File: src/rtl/vadd_pkg.sv
// Shared definitions for the vadd CAE memory path: state encoding,
// request field widths and request FIFO watermark constants.
package vadd_pkg;

  localparam int unsigned VADR_W = 48;
  localparam int unsigned SIZE_W = 2;
  localparam int unsigned WRD_W  = 64;

  localparam int unsigned DEPTH  = 32;
  localparam int unsigned WMTHLD = 26;
  localparam int unsigned STALL_MARGIN = DEPTH - WMTHLD;

  typedef enum logic [1:0] {
    IDLE  = 2'd0,
    RUN   = 2'd1,
    DRAIN = 2'd2
  } arb_state_t;

endpackage

File: src/rtl/rr_pick.sv
// Combinational round-robin picker: grants the first eligible requester at
// or after the pointer, scanning upward modulo NREQ.
module rr_pick #(
  parameter  int unsigned NREQ = 3,
  localparam int unsigned PW   = (NREQ > 1) ? $clog2(NREQ) : 1
) (
  input  logic [NREQ-1:0] elig_i,
  input  logic [PW-1:0]   ptr_i,
  output logic [NREQ-1:0] gnt_oh_o,
  output logic [PW-1:0]   gnt_idx_o,
  output logic            gnt_vld_o
);

  logic [PW-1:0] idx;
  logic          found;

  always_comb begin
    gnt_oh_o  = '0;
    gnt_idx_o = '0;
    found     = 1'b0;
    idx       = '0;
    for (int unsigned k = 0; k < NREQ; k++) begin
      idx = PW'((32'(ptr_i) + k) % NREQ);
      if (!found && elig_i[idx]) begin
        found         = 1'b1;
        gnt_oh_o[idx] = 1'b1;
        gnt_idx_o     = idx;
      end
    end
    gnt_vld_o = found;
  end

endmodule

File: src/rtl/vadd_req_arb.sv
// Request-side arbiter for the vadd memory path: round-robin share of the
// request FIFO push port, stall throttling, per-stream completion tracking.
module vadd_req_arb
  import vadd_pkg::*;
#(
  parameter int unsigned NREQ = 3,
  parameter int unsigned CNTW = 32
) (
  input  logic                     clk167,
  input  logic                     reset167,
  input  logic                     start,
  input  logic [NREQ-1:0]          en_mask,
  input  logic [NREQ-1:0]          rq_vld,
  output logic [NREQ-1:0]          rq_rdy,
  input  logic [NREQ-1:0]          rq_last,
  input  logic [NREQ-1:0]          rq_ld_st,
  input  logic [NREQ*VADR_W-1:0]   rq_vadr,
  input  logic [NREQ*SIZE_W-1:0]   rq_size,
  input  logic [NREQ*WRD_W-1:0]    rq_wrd_rdctl,
  input  logic                     req_stall,
  input  logic                     req_idle,
  output logic                     req_push,
  output logic                     req_last,
  output logic                     req_ld_st,
  output logic [VADR_W-1:0]        req_vadr,
  output logic [SIZE_W-1:0]        req_size,
  output logic [WRD_W-1:0]         req_wrd_rdctl,
  output logic                     busy,
  output logic                     done,
  output logic [NREQ*CNTW-1:0]     acc_cnt
);

  localparam int unsigned PW = (NREQ > 1) ? $clog2(NREQ) : 1;

  // One push may already be registered when stall rises; the FIFO needs room for it.
  if (STALL_MARGIN < 2) begin : g_margin_check
    $error("request FIFO watermark leaves no room for the in-flight push");
  end

  arb_state_t                    state_q, state_d;
  logic [NREQ-1:0]               r_en_q, r_en_d;
  logic [NREQ-1:0]               done_vec_q, done_vec_d;
  logic [PW-1:0]                 ptr_q, ptr_d;
  logic [NREQ-1:0][CNTW-1:0]     cnt_q, cnt_d;
  logic                          idle_seen_q, idle_seen_d;
  logic                          done_q, done_d;
  logic                          push_q, push_d;
  logic                          last_q, last_d;
  logic                          ld_st_q, ld_st_d;
  logic [VADR_W-1:0]             vadr_q, vadr_d;
  logic [SIZE_W-1:0]             size_q, size_d;
  logic [WRD_W-1:0]              wrd_q, wrd_d;

  logic [NREQ-1:0][VADR_W-1:0]   vadr_a;
  logic [NREQ-1:0][SIZE_W-1:0]   size_a;
  logic [NREQ-1:0][WRD_W-1:0]    wrd_a;

  logic [NREQ-1:0]               elig;
  logic [NREQ-1:0]               gnt_oh;
  logic [PW-1:0]                 gnt_idx;
  logic                          gnt_vld;
  logic                          accept;

  assign vadr_a = rq_vadr;
  assign size_a = rq_size;
  assign wrd_a  = rq_wrd_rdctl;

  assign elig = (state_q == RUN) ? (rq_vld & r_en_q & ~done_vec_q) : '0;

  rr_pick #(.NREQ(NREQ)) u_pick (
    .elig_i    (elig),
    .ptr_i     (ptr_q),
    .gnt_oh_o  (gnt_oh),
    .gnt_idx_o (gnt_idx),
    .gnt_vld_o (gnt_vld)
  );

  assign accept = gnt_vld & ~req_stall;
  assign rq_rdy = req_stall ? '0 : gnt_oh;

  always_comb begin
    state_d     = state_q;
    r_en_d      = r_en_q;
    done_vec_d  = done_vec_q;
    ptr_d       = ptr_q;
    cnt_d       = cnt_q;
    idle_seen_d = idle_seen_q;
    done_d      = 1'b0;
    push_d      = 1'b0;
    last_d      = last_q;
    ld_st_d     = ld_st_q;
    vadr_d      = vadr_q;
    size_d      = size_q;
    wrd_d       = wrd_q;

    unique case (state_q)
      IDLE: begin
        if (start) begin
          r_en_d      = en_mask;
          done_vec_d  = '0;
          cnt_d       = '0;
          ptr_d       = '0;
          idle_seen_d = 1'b0;
          state_d     = (en_mask == '0) ? DRAIN : RUN;
        end
      end

      RUN: begin
        if (accept) begin
          push_d         = 1'b1;
          last_d         = rq_last[gnt_idx];
          ld_st_d        = rq_ld_st[gnt_idx];
          vadr_d         = vadr_a[gnt_idx];
          size_d         = size_a[gnt_idx];
          wrd_d          = wrd_a[gnt_idx];
          cnt_d[gnt_idx] = cnt_q[gnt_idx] + 1'b1;
          ptr_d          = (gnt_idx == PW'(NREQ - 1)) ? '0 : gnt_idx + 1'b1;
          if (rq_last[gnt_idx]) begin
            done_vec_d[gnt_idx] = 1'b1;
          end
        end
        // Exit tests the post-accept vector so the cycle after the final accept is DRAIN.
        if (done_vec_d == r_en_q) begin
          state_d     = DRAIN;
          idle_seen_d = 1'b0;
        end
      end

      DRAIN: begin
        if (!push_q && req_idle) begin
          if (idle_seen_q) begin
            done_d      = 1'b1;
            idle_seen_d = 1'b0;
            state_d     = IDLE;
          end else begin
            idle_seen_d = 1'b1;
          end
        end else begin
          idle_seen_d = 1'b0;
        end
      end

      default: state_d = IDLE;
    endcase
  end

  always_ff @(posedge clk167) begin
    if (reset167) begin
      state_q     <= IDLE;
      r_en_q      <= '0;
      done_vec_q  <= '0;
      ptr_q       <= '0;
      cnt_q       <= '0;
      idle_seen_q <= 1'b0;
      done_q      <= 1'b0;
      push_q      <= 1'b0;
      last_q      <= 1'b0;
      ld_st_q     <= 1'b0;
      vadr_q      <= '0;
      size_q      <= '0;
      wrd_q       <= '0;
    end else begin
      state_q     <= state_d;
      r_en_q      <= r_en_d;
      done_vec_q  <= done_vec_d;
      ptr_q       <= ptr_d;
      cnt_q       <= cnt_d;
      idle_seen_q <= idle_seen_d;
      done_q      <= done_d;
      push_q      <= push_d;
      last_q      <= last_d;
      ld_st_q     <= ld_st_d;
      vadr_q      <= vadr_d;
      size_q      <= size_d;
      wrd_q       <= wrd_d;
    end
  end

  assign req_push      = push_q;
  assign req_last      = last_q;
  assign req_ld_st     = ld_st_q;
  assign req_vadr      = vadr_q;
  assign req_size      = size_q;
  assign req_wrd_rdctl = wrd_q;
  assign busy          = (state_q != IDLE);
  assign done          = done_q;
  assign acc_cnt       = cnt_q;

endmodule

File: config.mk
export PLATFORM = sky130hd
export DESIGN_NAME = vadd_req_arb
export DESIGN_NICKNAME = d
export VERILOG_FILES = /design/src/rtl/vadd_pkg.sv /design/src/rtl/rr_pick.sv /design/src/rtl/vadd_req_arb.sv
export SDC_FILE = /design/constraint.sdc
export NUM_CORES = 1
export LEC_CHECK = 0
export CAP_MARGIN = 30
export CORE_AREA = 2 2 225 227
export CTS_CLUSTER_DIAMETER = 100
export CTS_CLUSTER_SIZE = 14
export DETAILED_ROUTE_END_ITERATION = 8
export DIE_AREA = 0 0 227 229
export GPL_ROUTABILITY_DRIVEN = 0
export PLACE_DENSITY = 0.5
export SETUP_SLACK_MARGIN = 0.2
export SYNTH_ARGS = -nofsm -noshare
export SYNTH_HDL_FRONTEND = slang
export SYNTH_SLANG_ARGS = --single-unit
File: constraint.sdc
create_clock -name clk167 -period 5.6 [get_ports clk167]
set_clock_uncertainty 0.05 [all_clocks]
set_input_delay 1.68 -clock clk167 [delete_from_list [all_inputs] [get_ports clk167]]
set_output_delay 1.68 -clock clk167 [all_outputs]
set_load 0.01 [all_outputs]
==> metrics.md <==
| Metric | Value |
|---|---|
| Async set or reset register ratio after synthesis | 0% |
| Number of max-capacitance violations reported | 0 |
| Number of placement rows | 82 |
| Area fraction of the dominant cell type after synthesis | 39.00% |
| Count of placed standard cells in the final layout, fillers left out | 2,689 |
| Count of final hold-check violations | 0 |
| Count of unique library cells instantiated by Yosys | 69 |
| Endpoints failing setup | 0 |
| Max transition margin | 34.95% |
| Max Fanout on Critical Path | 5 |
| Total of buffers placed on input and output ports | 576 |
| Power share of the sequential group | 42.1% |
| Filler Cell Count | 5,147 |
| Number of global-route vias before repair | 13,086 |
| Initial antenna violation count | 13 |
| Hold Crit Class | reg -> reg |
| Total Die Area | 51,980 sq um |
| CTS Buf Count | 20 |
| Detailed-route wire length per cell | 22.76 um |
| Final wirelength | 61,210 um |
| Avg Cell Area, Syn | 7.960 sq um |
| Worst-skew pair later-pin latency | 0.52 ns |
| Number of sinks driven by the clock tree | 225 |
| Die H | 229 um |
| Root Buffer | sky130_fd_sc_hd__clkbuf_16 |
| Maximum operating frequency | 191.7 MHz |
| P_sw | 1212 uW |
| Part of the Yosys area used for sequential elements | 39.00% |
| Relative contribution of combinational cells to total power | 24.6% |
| Slew Viols, Final | 0 |
| Antenna viol nets, final | 0 |
| Core Footprint | 49,660 sq um |
| Number of top-level pins | 577 |
| Post-synthesis register bit count | 225 |
| Overall die width | 227 um |
| Number of warnings printed during yosys synthesis | 0 |
| Number of vias per cell | 5.188 |
| Global Route Usage Sum | 22.11% |
| Initial DRC count | 876 |
| Area of the mapped netlist | 11,550 sq um |
| Dominant synthesized flop cell | sky130_fd_sc_hd__dfxtp_1 |
| Switching part of the total power | 29.98% |
| Power per cell area | 211.5 nW/um^2 |
| Vias post-DR | 13,951 |
| Power share of the clock group | 33.4% |
| Data arrival at the endpoint of the critical path | 3.49 ns |
| Design Area, Final | 19,110 sq um |
| Maximum clock insertion buffer count | 3 |
| Overflow after GRT | 0 |
| Clock slew at the register clock pins of the worst setup and hold paths | 0.07 ns |
| Largest area contributor in the netlist | sky130_fd_sc_hd__dfxtp_1 |
| Post-DP Area | 18,450 sq um |
| Layout cell share with drive strength beyond 1 | 7.662% |
| Result of the run | complete, no violations |
| # placed instances | 2,655 |
| Number of instances in the synthesized netlist | 1,451 |
| Synthesized net count | 1,815 |
| Wire length of the first global-routing pass | 86,670 um |
| Leakage power | 0.006410 uW |
| Net count reported at finish | 2,372 |
| EDFF count, synth | 0 |
| Half-perimeter wire length after detailed placement | 46,090 um |
| Detailed-router iteration count before antenna repair | 6 |
| Startpoint class of the critical path | primary input |
| Category of the critical setup timing path | in -> out |
| Maximum ir drop on the vdd rail | 0.1394 mV |
| RSZ-0062 raised after global routing | false |
| Area grow syn2layout | 65.42% |
| Starting utilization of the core area | 23.26% |
| DRC violation count after routing | 0 |
| Transition time at the pin with the least slew margin | 0.9758 ns |
| Required time of the worst setup path | 3.87 ns |
| Clock tree from TritonCTS | built |
| Top post-synthesis cells by area | sky130_fd_sc_hd__dfxtp_1, sky130_fd_sc_hd__a22oi_1, sky130_fd_sc_hd__a311oi_1 |
| Sort of element at the end of the critical path | output port |
| Clock period minus worst slack | 5.216 ns |
| Largest net degree at the start of global routing | 96 |
| Share of the cycle needed by the critical path after routing | 93.14% |
| Internal Pwr Total | 2830 uW |
| H-tree depth | 1 |
[path summary, 6_finish.rpt]
kind                                  from                        to  slack, ns  cells past startpoint
setup / recovery                 rq_vld[0]                 rq_rdy[0]       0.38                      9
hold / removal    acc_cnt[81]$_SDFFE_PP0P_  acc_cnt[81]$_SDFFE_PP0P_       0.43                      2
setup reg to reg     ptr_q[0]$_SDFFE_PP0P_  acc_cnt[93]$_SDFFE_PP0P_       1.23                     13
hold reg to reg   acc_cnt[81]$_SDFFE_PP0P_  acc_cnt[81]$_SDFFE_PP0P_       0.43                      2
[cell families after synthesis]
logic type / share of synthesized area [%]
buffers and inverters: 5.167
muxes: 0.08667
xor gates and xnor gates: 0.9100
DFF: 39.00
AOI/OAI and AO/OA: 31.65
and+or+nand+nor: 22.55
adders and majority gates: 0.6283
[state kept, by name, summed over array words and instances (netlist names)]
register	cells
req_ld_st	1
req_push	1
req_last	1
done_vec_q	3
req_wrd_rdctl	64
req_vadr	48
idle_seen_q	1
state_q	2
r_en_q	3
acc_cnt	96
done	1
ptr_q	2
req_size	2
[metal layers]
layer / global-route usage [%] / routed length [um] / vias up
met4: 6.985 / 1756 / 2
met3: 4.464 / 4641 / 78
met2: 37.62 / 29570 / 586
met5: 0 / 12 / -
met1: 27.84 / 25220 / 6686
li1: - / - / 6599
[synthesized netlist by cell type (3+ instances only)]
cell,n
sky130_fd_sc_hd__a311oi_1,122
sky130_fd_sc_hd__or3_1,14
sky130_fd_sc_hd__nor4_1,6
sky130_fd_sc_hd__or2_2,9
sky130_fd_sc_hd__buf_2,5
sky130_fd_sc_hd__nand2b_1,4
sky130_fd_sc_hd__nand2_1,205
sky130_fd_sc_hd__nand3_1,40
sky130_fd_sc_hd__a31oi_1,4
sky130_fd_sc_hd__nor3_1,29
sky130_fd_sc_hd__and3_1,4
sky130_fd_sc_hd__nand4_1,14
sky130_fd_sc_hd__inv_1,10
sky130_fd_sc_hd__o22a_1,18
sky130_fd_sc_hd__dfxtp_1,225
sky130_fd_sc_hd__or4_1,17
sky130_fd_sc_hd__o211ai_1,24
sky130_fd_sc_hd__a211oi_1,4
sky130_fd_sc_hd__o22ai_1,14
sky130_fd_sc_hd__and2_1,11
sky130_fd_sc_hd__a32oi_1,3
sky130_fd_sc_hd__a22oi_1,156
sky130_fd_sc_hd__buf_1,3
sky130_fd_sc_hd__a211o_1,9
sky130_fd_sc_hd__clkbuf_1,116
sky130_fd_sc_hd__a22o_1,18
sky130_fd_sc_hd__o21ai_1,12
sky130_fd_sc_hd__o31ai_1,5
sky130_fd_sc_hd__ha_1,5
sky130_fd_sc_hd__nor2_1,213
sky130_fd_sc_hd__and4_1,3
sky130_fd_sc_hd__o21a_1,7
sky130_fd_sc_hd__buf_4,4
sky130_fd_sc_hd__xnor2_1,10
sky130_fd_sc_hd__a21oi_1,23
sky130_fd_sc_hd__o21ai_0,41
[final cells by class]
| cell class | instances | area (sq um) | share of cell area (%) |
|---|---|---|---|
| multi-input combinational | 1083 | 6576 | 34.42 |
| antenna | 7 | 17.52 | 0.09168 |
| inverter | 10 | 37.54 | 0.1965 |
| sequential | 225 | 4504 | 23.58 |
| clock buffer | 22 | 539.3 | 2.823 |
| tap | 672 | 840.8 | 4.401 |
| clock inverter | 2 | 13.76 | 0.07204 |
| timing repair buffer | 668 | 6576 | 34.42 |
[placed cells by master (no fill, tap or decap), drive strengths merged, types with 24 or more instances in the layout]
cell type	instances
dfxtp	225
nand3	41
o211ai	24
o21ai	54
nor2	213
clkdlybuf4s50	571
nor3	31
a311oi	122
nand2	205
buf	94
a22oi	156
[worst max-delay path: stages]
cell                              delay, ns
sky130_fd_sc_hd__clkdlybuf4s50_1       0.47
sky130_fd_sc_hd__and3b_1               0.19
sky130_fd_sc_hd__nand2_1               0.08
sky130_fd_sc_hd__buf_4                 0.17
sky130_fd_sc_hd__a31oi_1               0.21
sky130_fd_sc_hd__o32ai_2               0.12
sky130_fd_sc_hd__a222oi_1              0.35
sky130_fd_sc_hd__nor2_1                0.06
sky130_fd_sc_hd__buf_2                 0.14
[through the flow]
stage / utilization [%] / setup slack, ns / setup TNS, ns / total power [uW] / hold slack (ns)
2_1_floorplan: - / 0.3545 / 0 / 2142 / 0.3947
3_3_place_gp: 37.12 / -0.08296 / -0.1292 / 2711 / 0.4189
3_5_place_dp: 37.15 / -0.08701 / -0.1354 / 2720 / 0.4243
4_1_cts: 38.30 / 0.2054 / 0 / 4091 / 0.4390
5_1_grt: 38.48 / 0.2455 / 0 / 4225 / 0.4546
6_report: 38.48 / 0.3843 / 0 / 4041 / 0.4348
[power by group through the flow]
stage	registers, uW	clock network, uW	logic (uW)
global route	1710	1450	1070
floorplan	1750	0	393
CTS	1700	1400	992
detailed placement	1740	0	984
finish	1700	1350	993
global placement	1730	0	976
[repair_timing]
action / in CTS / in global routing
pin swaps: 2 / 5
setup endpoints to repair: 3 / 2
gates resized for setup: 6 / 10
setup buffers: 0 / 1
hold buffers: 0 / 0
(Power assumes the default switching activity.)
